### src/rtl/registrador_universal_if.sv
// Command/data bundle of the universal shift register.
// master = command issuer, slave = registrador_universal.
interface registrador_universal_if #(
    parameter int WIDTH   = 8,
    parameter int SHAMT_W = 4
) ();
    logic               cmd_valid;
    logic               cmd_ready;
    logic [2:0]         func;
    logic [SHAMT_W-1:0] shamt;
    logic [WIDTH-1:0]   in_data;
    logic               ser_in;
    logic [WIDTH-1:0]   out_data;
    logic               ser_out;
    logic               busy;
    logic               done;
    logic               zero;

    modport master (
        output cmd_valid, func, shamt, in_data, ser_in,
        input  cmd_ready, out_data, ser_out, busy, done, zero
    );

    modport slave (
        input  cmd_valid, func, shamt, in_data, ser_in,
        output cmd_ready, out_data, ser_out, busy, done, zero
    );
endinterface

### src/rtl/registrador_universal.sv
// Universal shift register: load/reset/hold plus shift/rotate/ashr by a programmable amount.
// Latency: HOLD/LOAD/RESET and zero-amount shifts 1 edge; k-bit shift k+1 edges (one bit per edge).
// Backpressure: cmd_ready = ~busy; commands presented while busy are dropped, never queued.
module registrador_universal #(
    parameter int WIDTH   = 8,
    parameter int SHAMT_W = 4
) (
    input logic                    clock,
    input logic                    reset_n,
    registrador_universal_if.slave bus
);
    typedef enum logic [2:0] {
        OP_HOLD   = 3'b000,
        OP_LOAD   = 3'b001,
        OP_SHIFTR = 3'b010,
        OP_SHIFTL = 3'b011,
        OP_RESET  = 3'b100,
        OP_ROTR   = 3'b101,
        OP_ROTL   = 3'b110,
        OP_ASHR   = 3'b111
    } op_t;

    typedef enum logic {
        ST_IDLE,
        ST_SHIFT
    } state_t;

    localparam logic [SHAMT_W-1:0] CNT_ONE = SHAMT_W'(1);

    state_t             state_q, state_nxt;
    op_t                op_q, op_nxt;
    op_t                cmd_op;
    logic [WIDTH-1:0]   data_q, data_nxt, step_dat;
    logic               ser_q, ser_nxt, step_ser;
    logic               done_q, done_nxt;
    logic [SHAMT_W-1:0] cnt_q, cnt_nxt;
    logic               accept;

    assign cmd_op = op_t'(bus.func);
    assign accept = bus.cmd_valid && (state_q == ST_IDLE);

    // One-bit step of the latched operation; ser_in is sampled live at every step.
    always_comb begin
        step_dat = data_q;
        step_ser = ser_q;
        case (op_q)
            OP_SHIFTR: begin
                step_dat = {bus.ser_in, data_q[WIDTH-1:1]};
                step_ser = data_q[0];
            end
            OP_SHIFTL: begin
                step_dat = {data_q[WIDTH-2:0], bus.ser_in};
                step_ser = data_q[WIDTH-1];
            end
            OP_ROTR: begin
                step_dat = {data_q[0], data_q[WIDTH-1:1]};
                step_ser = data_q[0];
            end
            OP_ROTL: begin
                step_dat = {data_q[WIDTH-2:0], data_q[WIDTH-1]};
                step_ser = data_q[WIDTH-1];
            end
            OP_ASHR: begin
                step_dat = {data_q[WIDTH-1], data_q[WIDTH-1:1]};
                step_ser = data_q[0];
            end
            default: begin
                step_dat = data_q;
                step_ser = ser_q;
            end
        endcase
    end

    always_comb begin
        state_nxt = state_q;
        op_nxt    = op_q;
        data_nxt  = data_q;
        ser_nxt   = ser_q;
        cnt_nxt   = cnt_q;
        done_nxt  = 1'b0;
        case (state_q)
            ST_IDLE: begin
                if (accept) begin
                    case (cmd_op)
                        OP_HOLD:  done_nxt = 1'b1;
                        OP_LOAD: begin
                            data_nxt = bus.in_data;
                            done_nxt = 1'b1;
                        end
                        OP_RESET: begin
                            data_nxt = '0;
                            done_nxt = 1'b1;
                        end
                        default: begin
                            if (bus.shamt == '0) begin
                                done_nxt = 1'b1;
                            end else begin
                                op_nxt    = cmd_op;
                                cnt_nxt   = bus.shamt;
                                state_nxt = ST_SHIFT;
                            end
                        end
                    endcase
                end
            end
            ST_SHIFT: begin
                data_nxt = step_dat;
                ser_nxt  = step_ser;
                cnt_nxt  = cnt_q - CNT_ONE;
                if (cnt_q == CNT_ONE) begin
                    state_nxt = ST_IDLE;
                    done_nxt  = 1'b1;
                end
            end
        endcase
    end

    always_ff @(posedge clock or negedge reset_n) begin
        if (!reset_n) begin
            state_q <= ST_IDLE;
            op_q    <= OP_HOLD;
            data_q  <= '0;
            ser_q   <= 1'b0;
            done_q  <= 1'b0;
            cnt_q   <= '0;
        end else begin
            state_q <= state_nxt;
            op_q    <= op_nxt;
            data_q  <= data_nxt;
            ser_q   <= ser_nxt;
            done_q  <= done_nxt;
            cnt_q   <= cnt_nxt;
        end
    end

    assign bus.out_data  = data_q;
    assign bus.ser_out   = ser_q;
    assign bus.busy      = (state_q == ST_SHIFT);
    assign bus.cmd_ready = (state_q != ST_SHIFT);
    assign bus.done      = done_q;
    assign bus.zero      = (data_q == '0);
endmodule

### src/flat_wrapper.sv
// flat-port wrapper written by rule: the top's interface ports become plain ports
module registrador_universal_flat 
#(
    parameter int WIDTH   = 8,
    parameter int SHAMT_W = 4
)
  (clock, reset_n, bus_cmd_valid, bus_func, bus_shamt, bus_in_data, bus_ser_in, bus_cmd_ready, bus_out_data, bus_ser_out, bus_busy, bus_done, bus_zero);
  registrador_universal_if #(.WIDTH(WIDTH), .SHAMT_W(SHAMT_W)) bus_i ();
  input logic clock;
  input logic reset_n;
  input wire logic [$bits(bus_i.cmd_valid)-1:0] bus_cmd_valid;
  input wire logic [$bits(bus_i.func)-1:0] bus_func;
  input wire logic [$bits(bus_i.shamt)-1:0] bus_shamt;
  input wire logic [$bits(bus_i.in_data)-1:0] bus_in_data;
  input wire logic [$bits(bus_i.ser_in)-1:0] bus_ser_in;
  output wire logic [$bits(bus_i.cmd_ready)-1:0] bus_cmd_ready;
  output wire logic [$bits(bus_i.out_data)-1:0] bus_out_data;
  output wire logic [$bits(bus_i.ser_out)-1:0] bus_ser_out;
  output wire logic [$bits(bus_i.busy)-1:0] bus_busy;
  output wire logic [$bits(bus_i.done)-1:0] bus_done;
  output wire logic [$bits(bus_i.zero)-1:0] bus_zero;
  assign bus_i.cmd_valid = bus_cmd_valid;
  assign bus_i.func = bus_func;
  assign bus_i.shamt = bus_shamt;
  assign bus_i.in_data = bus_in_data;
  assign bus_i.ser_in = bus_ser_in;
  assign bus_cmd_ready = bus_i.cmd_ready;
  assign bus_out_data = bus_i.out_data;
  assign bus_ser_out = bus_i.ser_out;
  assign bus_busy = bus_i.busy;
  assign bus_done = bus_i.done;
  assign bus_zero = bus_i.zero;
  registrador_universal #(.WIDTH(WIDTH), .SHAMT_W(SHAMT_W)) u_core (.clock(clock), .reset_n(reset_n), .bus(bus_i));
endmodule
### config.mk
export PLATFORM = sky130hd
export DESIGN_NAME = registrador_universal_flat
export DESIGN_NICKNAME = d
export VERILOG_FILES = /design/src/rtl/registrador_universal_if.sv /design/src/rtl/registrador_universal.sv /design/src/flat_wrapper.sv
export SDC_FILE = /design/constraint.sdc
export NUM_CORES = 1
export LEC_CHECK = 0
export CELL_PAD_IN_SITES_DETAIL_PLACEMENT = 1
export CELL_PAD_IN_SITES_GLOBAL_PLACEMENT = 1
export CORE_AREA = 2 2 58 60
export CTS_CLUSTER_DIAMETER = 80
export DETAILED_ROUTE_END_ITERATION = 12
export DIE_AREA = 0 0 60 62
export DONT_BUFFER_PORTS = 1
export GPL_ROUTABILITY_DRIVEN = 0
export PLACE_DENSITY_LB_ADDON = 0.1
export SLEW_MARGIN = 40
export SYNTH_ARGS = -nofsm -noshare
export SYNTH_HDL_FRONTEND = slang
export SYNTH_SLANG_ARGS = --single-unit
### constraint.sdc
create_clock -name clock -period 1.6 [get_ports clock]
set_clock_uncertainty 0.2 [all_clocks]
set_input_delay 0.16 -clock clock [delete_from_list [all_inputs] [get_ports clock]]
set_output_delay 0.16 -clock clock [all_outputs]
set_load 0.03 [all_outputs]
* Yosys cells after proc, flatten, opt, wreduce, memory -nomap -nowiden
Cells that the tools add are included.
** Word-level totals
- Register bits after elaboration :: 18
- Input bits :: 19
- Output and inout bits :: 13
- Word-level logic and storage cells :: 58
** Cells by class
- Add/subtract/negate cells :: 1
- Eq/ne operators :: 15
- Multiplexer cells :: 19
- Bitwise operators :: 3
- Reductions and logical operators :: 13
** Operators by type and width (count)
- $pmux 8 s5 :: 1
- $pmux 8 s2 :: 2
- $eq 3x3->1 const B :: 4
- $mux 4 :: 3
- $logic_not 8->1 :: 1
- $mux 1 :: 8
- $mux 8 :: 1
- $pmux 4 s2 :: 1
- $reduce_and 4->1 :: 2
- $eq 3x2->1 const B :: 2
- $ne 2x2->1 const B :: 3
- $ne 6x6->1 const B :: 1
- $pmux 1 s2 :: 3
- $reduce_and 3->1 :: 2
- $reduce_or 3->1 :: 2
- $ne 5x5->1 const B :: 1
- $eq 4x1->1 const B :: 1
- $logic_not 4->1 :: 1
- $sub 4x1->4 const B :: 1
- $eq 3x1->1 const B :: 1
- $logic_not 3->1 :: 1
- $ne 3x1->1 const B :: 1
- $not 1->1 :: 3
- $ne 2x1->1 const B :: 1
- other kinds (4) :: 4

* Depth between registers and ports, before layout
Gate-level depths: netlist of run 1.
- Depth in word-level cells :: 5
- Depth in mapped cells :: 6
- Gate-level depth less buffers :: 4

* Least setup slack after synthesis of run 1
Ideal clock, no wire load.
- Path kind :: reg-to-reg
- Start :: register u_core.state_q, in the netlist u_core.bus.busy
- End :: register u_core.data_q[0], in the netlist u_core.bus.out_data[0]
- Setup time :: 82 ps
- Arrival :: 1634 ps
- Data required time :: 1318 ps
- Path slack :: -316 ps
- Cell stages (with the launch flop) :: 7
- Buffers on the path :: 2
- Period minus slack after synthesis :: 1916 ps
- Path through :: dfrtp_1 -> buf_6 -> clkinv_1 -> o32ai_4 -> buf_6 -> nor2_1 -> a31oi_1
** Between the ends
- Cells in the longest elaborated chain, start to end :: 4
- Elaborated cells between the ends (all ways) :: 7
- Those cells by class :: 3 x eq/ne; 1 x mux; 1 x bitwise; 2 x reduce/logical
** RTL lines
- start, declared :: line registrador_universal.sv:30 : state_t state_q, state_nxt;
- start signal, assigned :: line registrador_universal.sv:127 : state_q <= state_nxt;
- $not 1->1 (no line) *
- named net bus_cmd_ready :: line flat_wrapper.sv:16 : output wire logic [$bits(bus_i.cmd_ready)-1:0] bus_cmd_ready;
- $logic_and 1x1->1 :: line registrador_universal.sv:40 : assign accept = bus.cmd_valid && (state_q == ST_IDLE);
- $ne 2x1->1 (no line)
- $reduce_and 3->1 (no line)
- end signal, assigned :: line registrador_universal.sv:129 : data_q <= data_nxt;
- end, declared :: line registrador_universal.sv:33 : logic [WIDTH-1:0] data_q, data_nxt, step_dat;
Mark *: on every way through the listed nets, which the timed path passes. The rest lies on a longest branch.
A chain may end at the register's enable or synchronous reset.

* Worst setup path after layout of run 1
- Start :: register u_core.data_q[5], in the netlist u_core.bus.out_data[5]
- End :: output bus_zero
** Between the ends
- Cells in the longest elaborated chain, start to end :: 1
** RTL lines
- $logic_not 8->1 :: line registrador_universal.sv:141 : assign bus.zero = (data_q == '0);
- end, declared :: line flat_wrapper.sv:21 : output wire logic [$bits(bus_i.zero)-1:0] bus_zero;
No other way between the ends.

==> results.txt, run 1 <==
The fill cell instance count of the final layout came out at 354. The buffer depth of the longest clock path is 2. The area inside the core boundary came out at 0.003179 sq mm.

The share of layout cells above drive strength 1 came out at 36.36%. Each instance of the synthesized netlist takes up on average 9.018 sq um. The net total in the final layout came out at 198.

Power spread over the standard cell area amounts to 2178 mW/mm^2. dfrtp_1 takes more of the synthesized area than any other cell. For this design the static power due to leakage is 0.7498 nW. The via count is 1181. TritonCTS built the clock tree. The smallest setup slack after layout is -271.9 ps. For this run the aggregate overflow at the end of global routing stands at 0. Dividing the detail-routed wire length by the instance count gives 16.22 microns. The number of iterations in the first detailed-routing pass is 2. Using the TritonRoute via totals, the vias-per-cell ratio works out to 5.320. The aggregate global-route resource usage came out at 20.40%. The transition at the pin with the smallest max-transition slack is 426.8 ps. The number of global-route vias before repair is 1169. For this block, the initial DRC count from the detailed router was 36.

The path length in cells of the critical path came out at 2. The count of nets left with antenna violations after detail routing came out at 0. The number of flops mapped to enable cells by yosys came out at 0. The biggest fanout along the worst timing path is 2. Derived from the worst setup path, the maximum achievable clock frequency is 534.2 MHz. The utilization after layout is 56.36%.

The area of all placed cells without fillers came out at 0.001792 sq mm. The synthesized cell area came out at 0.001217 sq mm. The instance area after placement came out at 0.001420 sq mm. The path category of the worst min-delay check is in -> reg. The slowest cell on the critical path is or4_4.

The final reports fail on negative setup slack. The relative slew slack came out at 71.55%. The number of cells traversed by the worst hold path came out at 4. The data arrival time of the worst path is 1510 ps. The number of antenna violations at the first check in global routing came to 0. Ranked by total cell area, the synthesized netlist is headed by dfrtp_1 (37%), o21ai_0 (4.5%), nand2_1 (4.3%). The clock reaches the later pin of the worst-skew pair after 310 ps. The synthesized net count came out at 156. The fraction of power consumed by combinational cells came out at 67.5%. The internal power of the cells is 2.052 mW.

The die footprint came out at 0.003720 sq mm. Net switching is 47.41% of the power. The most used flip-flop cell after synthesis is dfrtp_1. The area fraction of the dominant cell type after synthesis is 37.00%.

The count of pins on the block boundary is 32. The final critical path time including I/O delays and setup came out at 1872 ps. Counting cells, the worst reg-to-reg path comes to 5. The initial utilization of the core area, before any placement, comes to 38.29%. The final cycle utilization of the critical path is 117.0%. The first-pass GRT wire length came out at 5.513 mm.

The sequential power share is 24.9%. Setup repair after global routing could not meet its margin everywhere. The flop and latch count out of synthesis came out at 18. Setup violations remaining at the end of the flow were counted as 1. The number of unique standard cell types used by synthesis came out at 38. The worst setup path is captured at an output pin. The critical path is of the reg -> out type.

The flow ran to the end, but the final reports show violations. The element type at the critical path start is a flip-flop. The number of CTS-inserted buffers is 3. The largest net degree at the start of global routing is 19. The clock share of power is 7.6%.

The tree built by TritonCTS fans out to 18 sinks. In this run the number of H-tree levels came out at 1. The width of the die is 60 microns. The proportion of register bits with asynchronous set or reset after synthesis came out at 100.0%. The critical path data required time is 1240 ps. The number of buffer and inverter stages on the critical path is 0.

The clock root buffer is clkbuf_4. The placed wire-length estimate is 2.496 mm. The signal on the critical path passes through or4_4 > nor2_4.

The area growth from synthesis to layout is 47.17%. The antenna cell count is 0. The fraction of the yosys area taken by sequential cells is 37.00%. The tool flagged a number of max-cap violations equal to 0. The row count is 21. The post-CTS clock slew at the launch and capture registers of the worst setup and hold paths came out at 120 ps.

The height of the die is 62 microns. The number of port buffers is 0. For this design the total switching power over the nets is 1.850 mW. The synthesized netlist cell count came out at 135. The max-slew violation total from the final report is 0.

The final worst hold slack is 20.46 ps. The highest cell delay on the worst timing path came out at 560 ps. The peak ir drop on the vdd network is 0.9637 mV. The final count of hold timing violations is 0. Grouping stages by cell kind, the critical path spends the most delay in simple AND/OR/NAND/NOR gates. The Yosys step of the flow raised 0 warnings. The wire length reported by the detailed router is 3.600 mm. In the routed design, unresolved DRC markers number 0.
power by group through the flow:
stage                     registers (mW)  clock network, mW  logic [mW]
after global routing                1.01              0.327        2.84
after detailed placement           0.955                  0        2.20
after CTS                          0.967              0.307        2.38
after global placement             0.950                  0        2.14
after floorplan                     1.17                  0        1.28
final                              0.971              0.298        2.63
sequential cells by signal (all words and copies together), names as in the netlist:
name	count
u_core.cnt_q	4
u_core.bus.done	1
u_core.bus.out_data	8
u_core.bus.ser_out	1
u_core.bus.busy	1
u_core.op_q	3
logic make-up after synthesis:
logic type / count (synthesis) / synth area share, %
AND/OR/NAND/NOR: 49 / 23.02
AO/OA/AOI/OAI: 41 / 22.92
flip-flops: 18 / 37.00
buffers and inverters: 14 / 5.960
multiplexers: 8 / 6.886
XOR/XNOR: 3 / 2.159
adder cells (fa/ha/maj): 2 / 2.055
repair_timing:
action                                 in CTS  in global routing
buffers inserted                            3                  2
endpoints found under the hold margin      34                 18
resized for setup                           7                 14
gates cloned                                0                  1
setup endpoints to repair                  10                 16
hold buffers                               17                  1
pin swaps                                   4                  5
cell usage after synthesis, types with 3 or more instances:
cell type / n
clkbuf_1: 3
dfrtp_1: 18
a21boi_0: 6
buf_2: 4
mux2_2: 3
nand2_1: 14
o21ai_0: 11
nand3b_1: 3
a21oi_1: 7
and3_1: 7
inv_1: 4
nand2b_1: 3
nor2_1: 11
mux2i_1: 5
a31oi_1: 7
area by class of cell:
cell class	count	area, sq um	share of cell area [%]
flip-flops and latches	18	461.7	25.77
repair buffers	45	416.7	23.25
multi-input cells	104	799.5	44.62
well taps	46	57.56	3.212
inverters	5	20.02	1.117
clock buffers	4	36.28	2.025
layer usage:
metal  wire, microns  track usage (%)  part of all wire (%)  vias to the layer above
met4              43            7.619                   1.2                        0
li1                -                -                     -                      568
met5               0                0                     0                        -
met2            1903            36.02                    53                       21
met1            1525            23.91                    42                      587
met3             128            5.176                   3.6                        5
final timing paths:
path                                         from                      to  slack [ps]
max in group asynchronous                 reset_n  u_core.bus.out_data[1]         760
max                        u_core.bus.out_data[5]                bus_zero        -270
min in group asynchronous                 reset_n          u_core.op_q[1]         110
min reg2reg                       u_core.cnt_q[2]         u_core.cnt_q[2]         370
max reg2reg                       u_core.bus.busy  u_core.bus.out_data[6]          10
min                                   bus_func[0]  u_core.bus.out_data[7]          20
metrics by stage:
step | TNS [ps] | setup slack (ps) | total power [mW] | instances
after floorplan | -1057 | -138.2 | 2.443 | 135
after global placement | -550.2 | -138.6 | 3.091 | 194
after detailed placement | -938.9 | -167.2 | 3.155 | 194
after CTS | -362.7 | -281.6 | 3.650 | 218
after global routing | -798.4 | -313.8 | 4.179 | 222
final | -271.9 | -271.9 | 3.902 | 222
cell usage in the layout, fill, tap and decap left out, types with 2 or more instances in the layout:
cell type      instances
buf_4                 22
dlygate4sd3_1         16
nand2_1               14
o21ai_0               10
nor2_1                 9
dfrtp_2                9
dfrtp_1                9
a31oi_1                7
and3_1                 7
a21boi_0               6
mux2i_1                5
inv_1                  4
nand3b_1               3
mux2_2                 3
a21oi_2                3
clkbuf_4               3
buf_6                  3
or4_4                  2
a21oi_4                2
nand2b_4               2
a21o_1                 2
o221ai_1               2
nand2b_1               2
a21oi_1                2
ha_1                   2
buf_12                 2
worst register-to-register path, delay by kind of cell, from the launching register on:
family | cells | cell delay, ps
AO/OA/AOI/OAI | 2 | 490
buffers and inverters | 1 | 180
flip-flops | 1 | 420
AND/OR/NAND/NOR | 2 | 220
Note: power is estimated with default switching activity, not from simulation.
==> inputs of run 2 (changes only) <==
ABC_AREA = 1   (was default)
CORE_AREA = 2 2 60 62   (was 2 2 58 60)
DIE_AREA = 0 0 62 64   (was 0 0 60 62)
==> run 2 against run 1 <==
The run now ends clean. Power shrank 13%. Largest cell class unchanged. Sequential cell count is the same. Synthesized cell count grew 32%. Combinational power shrank 17%. Cell area shrank 8.9%. Core utilization shrank 6.6 points. Global-route usage grew 1.3 points. Worst setup slack gained 320 ps. Sequential power is essentially flat. Register-to-register slack gained 40 ps. Sequential share of layout area grew 2.0 points. Via count grew 10%.
==> results.txt, run 2 <==
The flow ran to the end, and the final reports show no timing, DRC or antenna violations. The final cycle utilization of the critical path is 97.04%. The repair_antennas step left the layout with diodes totalling 0. The achievable frequency is 644.1 MHz. For the finished layout, the period the worst path requires is 1553 ps.

The critical path is of the reg -> reg type. The net total in the final layout came out at 238. The flip-flop count of the largest register, all copies and words added is 8.

The buffer depth of the longest clock path is 2. The first TritonRoute pass finished after 3 iterations. The starting utilization of the core area came out at 37.68%. The first global-routing pass estimated 6.410 mm of wire. The max-slew violation total from the final report is 0. The mean number of vias per cell is 4.981. Of the synthesized area, sequential elements account for 36.40%.

The data arrival time of the worst path is 1550 ps. Sequential cells account for 28.8% of the total power. The region available for standard cell placement spans 0.003284 sq mm. The width of the die is 62 microns. The largest net degree at the start of global routing came out at 19. The switching portion of total power came out at 52.19%. Combinational logic burns 64.3% of the power. The critical path goes through buf_8 > nor2_8 > nand3_4 > buf_4 > a21oi_1 > a21oi_1. The relative slew slack is 70.21%. By count the netlist is led by nand2_1 (46), nand3_1 (25), inv_1 (23). The setup check on the worst reg-to-reg path leaves a slack of 50 ps.

The count of nets left with antenna violations after detail routing came out at 0. The DRC violation count after routing is 0. The via count is 1300. The highest cell delay on the worst timing path is 460 ps. The critical path contains buffers and inverters numbering 2 combined. The height of the die is 64 microns. The path class of the tightest hold or removal check is in -> reg.

The library cell used most frequently in the layout, excluding fill and tap cells, is nand2_1. The static leakage power is 0.8247 nW. In the synthesized netlist the async set-or-reset flop fraction comes to 100.0%. In this run the count of I/O pins placed on the die edge is 32.

The number of antenna violations at the first check in global routing came to 0. The area growth from synthesis to layout came out at 31.95%. The total of endpoints with negative setup slack in the final report came out at 0.

The pre-CTS setup slack is 74.49 ps. TritonCTS built the clock tree. The aggregate global-route resource usage is 21.70%.

The share of layout cells above drive strength 1 came out at 23.72%. The smallest setup slack after layout came out at 47.34 ps. The critical path data required time came out at 1590 ps. Detailed placement ended at an HPWL of 2.857 mm. The worst setup path is captured at a flip-flop. The number of CTS-inserted buffers is 3. The flop and latch count out of synthesis came out at 18. The row count came out at 21. Among all flip-flop cells after synthesis, the most frequent one is dfrtp_1. The synthesized cell area came out at 0.001237 sq mm. The total number of yosys warnings is 0. Setup repair after global routing could not meet its margin everywhere.

The total number of clock tree sinks came out at 18. The number of global-route vias before repair came out at 1382. The post-CTS clock slew at the launch and capture registers of the worst setup and hold paths came out at 110 ps. The synthesized design devotes to its leading area cell type 36.40% of total area. The clock root buffer is clkbuf_4. Ranked by total cell area, the synthesized netlist is headed by dfrtp_1 (36%), nand2_1 (14%), nand3_1 (10%). The final count of hold timing violations came out at 0. The number of unique standard cell types used by synthesis came out at 23. The clock network latency to the later pin of the worst-skew pair is 300 ps. In this run the number of H-tree levels came out at 1. nand2_1 is the most common cell in the netlist.

The first routing iteration left 47 violations. The sum of overflow across all layers after global routing came out at 0. dfrtp_1 takes more of the synthesized area than any other cell. The clock network burns 6.9% of the power. The non-filler instance count after layout is 261. The total placed cells including tap cells came out at 235. In the final routed layout, each cell accounts on average for 14.64 microns. The floorplan step defined a die boundary enclosing 0.003968 sq mm. The synthesized netlist cell count came out at 178. The top cell types in the final layout, fill and taps aside, are nand2_1 (45), nand3_1 (25), buf_4 (20). The number of flops mapped to enable cells by yosys came out at 0. STA classifies the critical path startpoint as a flip-flop. The number of port buffers is 0.

The cell family contributing the most delay on the critical path is flip-flops. The power density over cell area came out at 2072 mW/mm^2. Along the worst path, the maximum fanout reaches 7. The total net switching power came out at 1.766 mW. In this design, the critical path's most frequently occurring cell is a21oi_1. For this block, the routed nets add up to 3.822 mm of wire. The internal power of the cells came out at 1.618 mW. The peak ir drop on the vdd network is 0.9684 mV. Max-cap violations in this run came to 0.

The average footprint of a synthesized cell came out at 6.952 sq um. The slowest cell on the critical path is dfrtp_2. The final worst hold slack is 7.801 ps. At the pin with the least slew margin, the transition time is 446.8 ps.

The synthesized net count came out at 199. The total negative setup slack is 0 ps.
==> run 2: changes by cell type after synthesis, sizes merged, moves of 8 or more <==
| cell | delta |
|---|---|
| inv | +21 |
| nand2 | +37 |
| nor2 | +8 |
| nand3 | +27 |
==> run 2: area by class of cell <==
cell class              instances  area, sq um
flip-flops and latches         18        454.2
multi-input cells             132        681.9
repair buffers                 37        320.3
clock buffers                   3        22.52
well taps                      46        57.56
inverters                      25        96.34
fillers                       437         1652
==> run 2: path summary, 6_finish.rpt <==
| path | startpoint | cells after the start | end |
|---|---|---|---|
| min in group asynchronous | reset_n | 2 | u_core.bus.out_data[0] |
| min reg2reg | u_core.cnt_q[1] | 2 | u_core.cnt_q[1] |
| max reg2reg | u_core.bus.busy | 6 | u_core.bus.out_data[1] |
| min | bus_in_data[3] | 4 | u_core.bus.out_data[3] |
| max in group asynchronous | reset_n | 2 | u_core.op_q[0] |
| max | u_core.bus.busy | 6 | u_core.bus.out_data[1] |
==> run 2: metal layers <==
metal | up-vias | GRT usage, % | part of all wire, % | wire (microns)
li1 | 653 | - | - | -
met1 | 627 | 26.81 | 40 | 1547
met2 | 16 | 38.80 | 56 | 2153
met3 | 4 | 2.632 | 2.2 | 85
met4 | 0 | 4.787 | 0.94 | 36
met5 | - | 0 | 0 | 0
==> run 2: power groups by stage <==
| stage | Sequential (mW) | Clock, mW | Combinational (mW) |
|---|---|---|---|
| detailed placement | 0.970 | 0 | 1.98 |
| floorplan | 1.14 | 0 | 1.23 |
| finish | 0.974 | 0.234 | 2.18 |
| global placement | 0.954 | 0 | 1.91 |
| global route | 1.00 | 0.259 | 2.45 |
| CTS | 0.953 | 0.239 | 2.06 |
==> run 2: metrics by stage <==
stage          area (sq um)  utilization [%]  power (mW)
4_1_cts                1558            47.43       3.249
3_5_place_dp           1378            41.94       2.951
6_report               1633            49.71       3.384
5_1_grt                1633            49.71       3.707
3_3_place_gp           1378            41.94       2.860
2_1_floorplan          1237                -       2.363
==> run 2: logic make-up (layout without fill, tap and decap cells) <==
group | Yosys count | in the layout | synth area share [%]
AO/OA/AOI/OAI | 23 | 23 | 9.606
XOR/XNOR | 1 | 1 | 0.7079
adder cells (fa/ha/maj) | 2 | 2 | 2.022
buffers and inverters | 28 | 65 | 9.403
flip-flops | 18 | 18 | 36.40
AND/OR/NAND/NOR | 106 | 106 | 41.86
==> run 2: worst reg2reg max path: cells and delay by family, from the launching register on <==
family / cells / cell delay [ps]
flops: 1 / 460
buf+inv: 2 / 350
simple gates: 2 / 240
compound gates: 2 / 210
==> run 2: what timing repair did <==
item	CTS	global route
hold buffers	15	1
setup buffers	1	6
endpoints found under the setup margin	2	8
endpoints found under the hold margin	31	18
pin swaps	0	2
resized for setup	1	16
